## config.mk

```make
export PLATFORM = sky130hd
export DESIGN_NAME = rstgen_flat
export DESIGN_NICKNAME = d
export VERILOG_FILES = /design/src/rtl/rstgen_if.sv /design/src/rtl/rstgen.sv /design/src/flat_wrapper.sv
export SDC_FILE = /design/constraint.sdc
export NUM_CORES = 1
export LEC_CHECK = 0
export CORE_MARGIN = 3
export CORE_UTILIZATION = 49
export CTS_CLUSTER_DIAMETER = 30
export DETAILED_ROUTE_END_ITERATION = 10
export GPL_TIMING_DRIVEN = 0
export PLACE_DENSITY = 0.8
export SLEW_MARGIN = 20
export SYNTH_ARGS = -nofsm -noshare
export SYNTH_HDL_FRONTEND = slang
export SYNTH_SLANG_ARGS = --single-unit
```

## constraint.sdc

```tcl
create_clock -name clk_sampler -period 2.34 [get_ports clk_sampler]
set_input_delay 0.351 -clock clk_sampler [delete_from_list [all_inputs] [get_ports clk_sampler]]
set_output_delay 0.351 -clock clk_sampler [all_outputs]
set_load 0.01 [all_outputs]
```

## src/rtl/rstgen_if.sv

```systemverilog
// Reset-sequencer bus: soft-reset handshake, status flags, per-domain resets and acks.
// Master is the requester/domain side; slave is the sequencer.
interface rstgen_if #(
  parameter int NDOM = 2
);
  logic            req;
  logic            busy;
  logic            done;
  logic            timeout;
  logic [NDOM-1:0] rst_dom_n;
  logic [NDOM-1:0] dom_ack;

  modport master (
    output req,
    output dom_ack,
    input  busy,
    input  done,
    input  timeout,
    input  rst_dom_n
  );

  modport slave (
    input  req,
    input  dom_ack,
    output busy,
    output done,
    output timeout,
    output rst_dom_n
  );
endinterface

```

## src/rtl/rstgen.sv

```systemverilog
// rstgen: holds all domains in reset, releases them with a fixed stagger, waits for synced acks.
// Latency: req in IDLE -> resets low next cycle; done 3 cycles after the last ack rises.
// Backpressure: none, req outside IDLE is dropped; RSTGEN_WDT_EN adds the ack watchdog.
module rstgen #(
  parameter int NDOM        = 2,
  parameter int HOLD_CYC    = 16,
  parameter int STAGGER     = 4,
  parameter int ACK_TIMEOUT = 255
) (
  input  logic     clk_sampler,
  input  logic     rst,
  rstgen_if.slave  bus
);

  localparam int M1   = (HOLD_CYC > STAGGER * NDOM) ? HOLD_CYC : STAGGER * NDOM;
  localparam int CMAX = (M1 > ACK_TIMEOUT) ? M1 : ACK_TIMEOUT;
  localparam int CW   = $clog2(CMAX + 1);

  typedef enum logic [1:0] {
    HOLD     = 2'd0,
    RELEASE  = 2'd1,
    WAIT_ACK = 2'd2,
    IDLE     = 2'd3
  } state_t;

  state_t          state, nxt_state;
  logic [CW-1:0]   cnt, nxt_cnt, cnt_inc;
  logic [NDOM-1:0] ack_s1, ack_s2;
  logic [NDOM-1:0] dom_n_q, nxt_dom_n;
  logic            busy_q, nxt_busy;
  logic            done_q, nxt_done;
  logic            timeout_q, nxt_timeout;
  logic            all_ack;

  assign all_ack = &ack_s2;
  // Counter saturates at all-ones so a stuck state can never wrap into a false match.
  assign cnt_inc = (&cnt) ? cnt : cnt + CW'(1);

  always_ff @(posedge clk_sampler) begin
    if (rst) begin
      state     <= HOLD;
      cnt       <= '0;
      ack_s1    <= '0;
      ack_s2    <= '0;
      dom_n_q   <= '0;
      busy_q    <= 1'b1;
      done_q    <= 1'b0;
      timeout_q <= 1'b0;
    end else begin
      state     <= nxt_state;
      cnt       <= nxt_cnt;
      ack_s1    <= bus.dom_ack;
      ack_s2    <= ack_s1;
      dom_n_q   <= nxt_dom_n;
      busy_q    <= nxt_busy;
      done_q    <= nxt_done;
      timeout_q <= nxt_timeout;
    end
  end

  always_comb begin
    nxt_state = state;
    nxt_cnt   = cnt_inc;
    case (state)
      HOLD: begin
        if (cnt == CW'(HOLD_CYC - 1)) begin
          nxt_state = RELEASE;
          nxt_cnt   = '0;
        end
      end
      RELEASE: begin
        if (cnt == CW'(STAGGER * (NDOM - 1))) begin
          nxt_state = WAIT_ACK;
          nxt_cnt   = '0;
        end
      end
      WAIT_ACK: begin
        if (all_ack) begin
          nxt_state = IDLE;
          nxt_cnt   = '0;
        end
`ifdef RSTGEN_WDT_EN
        else if (cnt == CW'(ACK_TIMEOUT - 1)) begin
          nxt_state = IDLE;
          nxt_cnt   = '0;
        end
`else
        else begin
          nxt_cnt = cnt;
        end
`endif
      end
      IDLE: begin
        nxt_cnt = '0;
        if (bus.req) nxt_state = HOLD;
      end
      default: begin
        nxt_state = HOLD;
        nxt_cnt   = '0;
      end
    endcase
  end

  // Outputs are computed from the next state so every flag lands registered on the transition edge.
  always_comb begin
    nxt_busy  = (nxt_state != IDLE);
    nxt_done  = (state == WAIT_ACK) && all_ack;
    nxt_dom_n = dom_n_q;
    if (nxt_state == HOLD) begin
      nxt_dom_n = '0;
    end else if (nxt_state == RELEASE) begin
      for (int i = 0; i < NDOM; i++) begin
        if (nxt_cnt == CW'(STAGGER * i)) nxt_dom_n[i] = 1'b1;
      end
    end
`ifdef RSTGEN_WDT_EN
    nxt_timeout = timeout_q;
    if ((state == IDLE) && bus.req)
      nxt_timeout = 1'b0;
    else if ((state == WAIT_ACK) && !all_ack && (cnt == CW'(ACK_TIMEOUT - 1)))
      nxt_timeout = 1'b1;
`else
    nxt_timeout = 1'b0;
`endif
  end

  assign bus.busy      = busy_q;
  assign bus.done      = done_q;
  assign bus.timeout   = timeout_q;
  assign bus.rst_dom_n = dom_n_q;

endmodule

```

## src/flat_wrapper.sv

```systemverilog
// flat-port wrapper written by rule: the top's interface ports become plain ports
module rstgen_flat 
#(
  parameter int NDOM        = 2,
  parameter int HOLD_CYC    = 16,
  parameter int STAGGER     = 4,
  parameter int ACK_TIMEOUT = 255
)
  (clk_sampler, rst, bus_req, bus_dom_ack, bus_busy, bus_done, bus_timeout, bus_rst_dom_n);
  rstgen_if #(.NDOM(NDOM)) bus_i ();
  input  logic clk_sampler;
  input  logic rst;
  input wire logic [$bits(bus_i.req)-1:0] bus_req;
  input wire logic [$bits(bus_i.dom_ack)-1:0] bus_dom_ack;
  output wire logic [$bits(bus_i.busy)-1:0] bus_busy;
  output wire logic [$bits(bus_i.done)-1:0] bus_done;
  output wire logic [$bits(bus_i.timeout)-1:0] bus_timeout;
  output wire logic [$bits(bus_i.rst_dom_n)-1:0] bus_rst_dom_n;
  assign bus_i.req = bus_req;
  assign bus_i.dom_ack = bus_dom_ack;
  assign bus_busy = bus_i.busy;
  assign bus_done = bus_i.done;
  assign bus_timeout = bus_i.timeout;
  assign bus_rst_dom_n = bus_i.rst_dom_n;
  rstgen #(.NDOM(NDOM), .HOLD_CYC(HOLD_CYC), .STAGGER(STAGGER), .ACK_TIMEOUT(ACK_TIMEOUT)) u_core (.clk_sampler(clk_sampler), .rst(rst), .bus(bus_i));
endmodule
```

==> out/metrics.csv, run 1 <==
stage,metric,value,unit
placed_design,hpwlAfterDp,1540,µm
logic_synthesis,async_flop_share,0,
floorplanning,core_area,0.00182,mm²
grt,grt_pass1_vias,900,
logic_synthesis,netlist_top_cells_area,"dfxtp_1 (36%), nor2b_1 (3.1%), clkbuf_8 (2.8%)",
logic_synthesis,seq_area_frac_synth,0.363,
final_layout,drive_gt1_frac,0.317,
sta,skew,4.94,ps
route,vias,932,
logic_synthesis,synth_common_cells,"dfxtp_1 (18), nor2_1 (7), nor2b_1 (5), nor3_1 (5), o21ai_0 (5)",
clock_tree,cts_tree,done,
logic_synthesis,syn_area,993,µm²
setup_path,cp.arrival,2600,ps
route,viasPerCell,6.17,
grt,grt_first_pass_wirelength,4090,µm
sta,fin_crit_sh,1.01,
route,finalWirelength,2530,µm
setup_path,end_kind,register,
logic_synthesis,yosysWarnings,0,
final_layout,layout.nets,134,
route,wl_per_cell,16.7,µm
setup_path,cp.depth,6,
placed_design,dp.cells,141,
logic_synthesis,syn_nets,115,
sta,fin_crit,2360,ps
clock_tree,clockRootBuffer,clkbuf_4,
placed_design,dp_slack,-253,ps
logic_synthesis,yosys.area.top_type_share,0.363,
logic_synthesis,netlist-cell-type-count,48,
logic_synthesis,synth_edf_count,0,
route,ant_nets,0,
sta,finalHoldViolCount,0,
final_layout,diodes,0,
final_layout,syn2layout_area_growth,27.5,%
sta,setup_violations,1,
route,drc,0,
logic_synthesis,syn_inst,108,
clock_tree,cts_buffer_depth,2,
floorplanning,ios,10,
power_and_ir_drop,leakage,0.451,nW
logic_synthesis,yosysMostFrequentCell,dfxtp_1,
setup_path,cp.required,2580,ps
setup_path,cp_num_buf_inv,0,
route,drt_iter0_markers,58,
clock_tree,clk_latency,300,ps
power_and_ir_drop,power.density,443,mW/mm²
sta,tns,-21.8,ps
grt,antenna_found_initial,0,
floorplanning,start_util,0.546,
status,violations,setup timing,
floorplanning,fp.dieW,51.0,µm
setup_path,cp_cell_sequence,or4b_4 -> a211o_4 -> a41oi_4 -> o2111ai_2 -> or4_1 -> o21ai_1,
power_and_ir_drop,ir_worst_vdd,0.505,mV
setup_path,rr_worst_depth,6,
clock_tree,cts_sinks,18,
clock_tree,cts.htree.levels,1,
placed_design,io_buffers,8,
worst_hold_path,holdPathStages,1,
sta,layout_setup_ws,-21.8,ps
floorplanning,die_h,51.0,µm
final_layout,fin_cells,151,
grt,grt_max_degree,11,
status,outcome,finished with violations,
clock_tree,path_clk_slew,100,ps
placed_design,dpl_cell_area,0.00112,mm²
sta,slew_violations,0,
logic_synthesis,synth.avg_cell_area,9.20,µm²
logic_synthesis,synth_ff_type,dfxtp_1,
setup_path,path_class,reg2reg,
sta,clock.fmax,423,MHz
worst_hold_path,hold_class,reg2reg,
job,max-cap-violations,0,
logic_synthesis,yosys.area.top_type,dfxtp_1,
logic_synthesis,synth-seq-cells,18,
floorplanning,dieArea,0.00260,mm²
grt,grt.total_usage,0.208,
grt,overflow,0,
clock_tree,numCtsBuffers,3,
route,drt_first_pass_iters,4,
setup_path,cp_slowest_stage_delay,570,ps
floorplanning,num_rows,15,
setup_path,cpMaxStageDelayCell,or4b_4,
placed_design,gp_congestion,0.929,
power_and_ir_drop,power,0.000560,W
final_layout,final_cell_area,0.00127,mm²
setup_path,cpLargestDelayFamily,simple AND/OR/NAND/NOR gates,
sta,rsz0062_at_grt,yes,
setup_path,critPathMaxFanout,5,
setup_path,startpoint_type,register,
metal layers:
layer,part of all wire,GRT usage
met2,0.48,0.356
met4,0.017,0.0807
met1,0.40,0.244
met3,0.10,0.0583
met5,0,0
sequential cells by signal, indices dropped and copies added (netlist names):
signal                count
u_core.cnt                8
u_core.bus.busy           1
u_core.bus.rst_dom_n      2
u_core.state              2
u_core.ack_s1             2
u_core.bus.done           1
u_core.ack_s2             2
report_power, final:
group | total (W) | leakage (nW) | internal [W] | switching, W
logic | 0.0000492 | 0.279 | 0.0000264 | 0.0000228
clock network | 0.000191 | 0.0210 | 0.0000951 | 0.0000960
registers | 0.000320 | 0.151 | 0.000311 | 0.00000875
layout make-up:
type / count / area (µm²)
repair buffers: 15 / 133
inverters: 3 / 11.3
well taps: 25 / 31.3
clock buffers: 4 / 36.3
fillers: 155 / 554
plain buffers: 5 / 46.3
multi-input cells: 81 / 627
flip-flops and latches: 18 / 382
worst paths after layout:
kind                                           endpoint  slack, ps              from
worst min-delay path                   u_core.ack_s2[1]        450  u_core.ack_s1[1]
worst min register to register         u_core.ack_s2[1]        450  u_core.ack_s1[1]
worst max register to register  u_core.bus.rst_dom_n[1]        -20     u_core.cnt[6]
worst max-delay path            u_core.bus.rst_dom_n[1]        -20     u_core.cnt[6]
worst register-to-register path, delay by kind of cell (launching register included):
family	cells	cell delay (ps)
AO/OA/AOI/OAI	4	890
flip-flops	1	340
AND/OR/NAND/NOR	2	1070
cells by family after synthesis:
group                      Yosys count  synth area share
AOI/OAI and AO/OA                   31             0.253
adders and majority gates            2            0.0252
buffers and inverters                9            0.0693
DFF                                 18             0.363
muxes                                1            0.0101
other                                1           0.00377
and+or+nand+nor                     46             0.276
cells in the final DEF (no fill, tap or decap), types with 2 or more instances in the layout:
cell type	n
nor3_1	4
clkbuf_8	3
clkbuf_4	3
o21ai_1	2
nand2_1	4
o21ai_0	4
nand3b_1	3
a21oi_1	4
inv_1	3
dfxtp_2	2
nor2b_1	5
nor2_1	7
clkdlybuf4s50_1	8
dfxtp_4	5
nor4_1	3
nand2b_1	4
a41oi_1	2
nand3_1	4
a31oi_1	2
dfxtp_1	11
buf_4	9
through the flow:
step / hold WS, ps / util
after floorplan: 414 / -
after global placement: 416 / 0.614
after detailed placement: 427 / 0.614
after CTS: 451 / 0.680
after global routing: 466 / 0.696
final: 446 / 0.696
timing repair:
item	in CTS	in global routing
hold buffers	0	0
pin swaps	7	0
buffers inserted	7	0
endpoints found under the setup margin	2	1
resized for setup	16	4
No activity file was read; power rests on OpenSTA's default activity.
==> run 2: changes to the inputs <==
--- a/config.mk
+++ b/config.mk
@@ -6,11 +6,12 @@
 export NUM_CORES = 1
 export LEC_CHECK = 0
 export CORE_MARGIN = 3
-export CORE_UTILIZATION = 49
+export CORE_UTILIZATION = 54
+export CTS_BUF_LIST = sky130_fd_sc_hd__clkbuf_8 sky130_fd_sc_hd__clkbuf_16
 export CTS_CLUSTER_DIAMETER = 30
 export DETAILED_ROUTE_END_ITERATION = 10
 export GPL_TIMING_DRIVEN = 0
-export PLACE_DENSITY = 0.8
+export PLACE_DENSITY = 0.83
 export SLEW_MARGIN = 20
 export SYNTH_ARGS = -nofsm -noshare
 export SYNTH_HDL_FRONTEND = slang
==> constraint.sdc (replaced) <==
create_clock -name clk_sampler -period 2.2 [get_ports clk_sampler]
set_input_delay 0.33 -clock clk_sampler [delete_from_list [all_inputs] [get_ports clk_sampler]]
set_output_delay 0.33 -clock clk_sampler [all_outputs]
set_load 0.01 [all_outputs]
==> run 2 against run 1 <==
Net effect: the run still ends with setup timing left; sequential share of layout area fell by 1.1 points; non-clock buffer count rose by 1; worst hold slack got worse by 5.1 ps; critical path depth did not move; fmax rose by 0.39%; utilization rose by 11 points; cell area rose by 2.8%; critical path type unchanged; largest cell class unchanged; largest power group unchanged.
==> out/metrics.csv, run 2 (synthesized netlist as in run 1, its figures left out) <==
stage,metric,value,unit,change
status,outcome,finished with violations,,
status,violations,setup timing,,
grt,grt_first_pass_wirelength,4370,µm,+6.9%
route,ant_nets,0,,unchanged
floorplanning,dieArea,0.00239,mm²,-8.2%
worst_hold_path,holdPathStages,1,,unchanged
placed_design,dp_slack,-274,ps,-20.9 ps
route,vias,984,,+5.6%
placed_design,hpwlAfterDp,1640,µm,+6.3%
grt,antenna_found_initial,0,,unchanged
final_layout,diodes,0,,unchanged
setup_path,rr_worst_depth,6,,unchanged
final_layout,syn2layout_area_growth,31.0,%,
clock_tree,cts_tree,done,,
grt,grt_max_degree,11,,unchanged
grt,grt_pass1_vias,921,,+2.3%
setup_path,r2r_end,u_core.bus.rst_dom_n[1],,
sta,fin_crit,2350,ps,-9.15 ps
clock_tree,numCtsBuffers,3,,unchanged
floorplanning,start_util,0.616,,+0.0708
setup_path,cp.required,2390,ps,-190 ps
sta,setup_violations,1,,unchanged
placed_design,dpl_cell_area,0.00113,mm²,+0.90%
sta,fin_crit_sh,1.07,,+0.0601
final_layout,layout.nets,135,,+0.75%
route,wl_per_cell,18.4,µm,+9.9%
clock_tree,cts_sinks,18,,unchanged
floorplanning,core_area,0.00161,mm²,-11%
sta,rsz0062_at_grt,yes,,
final_layout,fillers,109,,-30%
clock_tree,cts.htree.levels,1,,unchanged
job,max-cap-violations,0,,unchanged
placed_design,gp_congestion,0.893,,-3.9%
sta,clock.fmax,425,MHz,+0.39%
final_layout,largest_register_ffs,8,,unchanged
clock_tree,clockRootBuffer,clkbuf_8,,
floorplanning,die_h,48.9,µm,-4.2%
route,drt_iter0_markers,94,,+62%
power_and_ir_drop,power.density,512,mW/mm²,+16%
route,viasPerCell,6.52,,+5.6%
final_layout,final_cell_area,0.00130,mm²,+2.8%
sta,skew,4.65,ps,-0.287 ps
power_and_ir_drop,leakage,0.462,nW,+2.5%
setup_path,timing.rr.start,u_core.cnt[2],,
worst_hold_path,whs_endpoint,u_core.ack_s2[0],,
final_layout,regMostFlops,u_core.cnt,,
setup_path,end_kind,register,,
grt,grt.total_usage,0.237,,+0.0287
sta,finalHoldViolCount,0,,unchanged
sta,layout_setup_ws,-153,ps,-131 ps
clock_tree,clk_latency,260,ps,-40 ps
floorplanning,ios,10,,unchanged
power_and_ir_drop,ir_worst_vdd,0.555,mV,+9.8%
setup_path,critPathMaxFanout,9,,+4
floorplanning,fp.dieW,48.9,µm,-4.2%
sta,tns,-153,ps,-131 ps
setup_path,r2r_slack,-150,ps,-130 ps
final_layout,mostFrequentLayoutCells,"dfxtp_1 (12), buf_4 (10), clkdlybuf4s50_1 (8), nor2_1 (7), clkbuf_8 (6)",,
clock_tree,cts_buffer_depth,2,,unchanged
floorplanning,num_rows,14,,-1
route,finalWirelength,2780,µm,+9.9%
grt,overflow,0,,unchanged
sta,slew_violations,0,,unchanged
setup_path,path_class,reg2reg,,
clock_tree,path_clk_slew,70,ps,-30 ps
route,drt_first_pass_iters,7,,+3
setup_path,startpoint_type,register,,
worst_hold_path,min_from,u_core.ack_s1[0],,
final_layout,drive_gt1_frac,0.339,,+0.0211
placed_design,io_buffers,8,,unchanged
route,drc,0,,unchanged
worst_hold_path,hold_class,reg2reg,,
setup_path,cp.arrival,2540,ps,-60 ps
final_layout,layout_commonest_cell,dfxtp_1,,
==> run 2: final cells by class <==
class / count / area, µm² / share of cell area
buffer: 5 / 46.3 / 0.0356
clock buffer: 4 / 55.1 / 0.0423
multi-input combinational: 81 / 641 / 0.492
sequential: 18 / 378 / 0.290
timing repair buffer: 16 / 140 / 0.108
tap: 24 / 30.0 / 0.0231
inverter: 3 / 11.3 / 0.00865
==> run 2: critical path, stage by stage (launching register included) <==
cell      delay (ps)
dfxtp_4          390
or4b_4           510
a211oi_4         270
nor3_2           110
o311a_2          370
or4_1            480
o21ai_1          150
==> run 2: worst max path at each step <==
stage	startpoint	end	slack (ps)	depth (start not counted)
floorplan	u_core.cnt[4]	u_core.bus.rst_dom_n[1]	-3	7
global placement	u_core.cnt[1]	u_core.bus.rst_dom_n[1]	-270	7
detailed placement	u_core.cnt[0]	u_core.bus.rst_dom_n[1]	-270	7
CTS	u_core.cnt[6]	u_core.bus.rst_dom_n[1]	-170	6
global route	u_core.cnt[6]	u_core.bus.rst_dom_n[1]	-180	6
finish	u_core.cnt[2]	u_core.bus.rst_dom_n[1]	-150	6
==> run 2: where the power goes <==
group / total (W) / internal (W) / switching [W] / leakage (nW)
logic: 0.0000535 / 0.0000268 / 0.0000267 / 0.283
registers: 0.000345 / 0.000333 / 0.0000123 / 0.150
clock network: 0.000267 / 0.000159 / 0.000108 / 0.0288
total: 0.000666 / 0.000519 / 0.000147 / 0.462
==> run 2: metal layers <==
metal | GRT usage | wire [µm]
met1 | 0.295 | 1110
met2 | 0.373 | 1290
met3 | 0.0581 | 248
met4 | 0.128 | 129
met5 | 0 | 0
==> run 2: repair_timing <==
action | in CTS | in global routing
pin swaps | 8 | 2
resized for setup | 12 | 6
setup endpoints to repair | 2 | 2
hold buffers | 0 | 0
setup buffers | 7 | 2
==> run 2: metrics by stage <==
stage / cells / util / hold slack [ps] / total power (W)
after global placement: 140 / 0.700 / 417 / 0.000397
final: 151 / 0.807 / 441 / 0.000666
after floorplan: 108 / - / 402 / 0.000382
after CTS: 149 / 0.778 / 443 / 0.000664
after detailed placement: 140 / 0.700 / 427 / 0.000400
after global routing: 151 / 0.807 / 462 / 0.000699
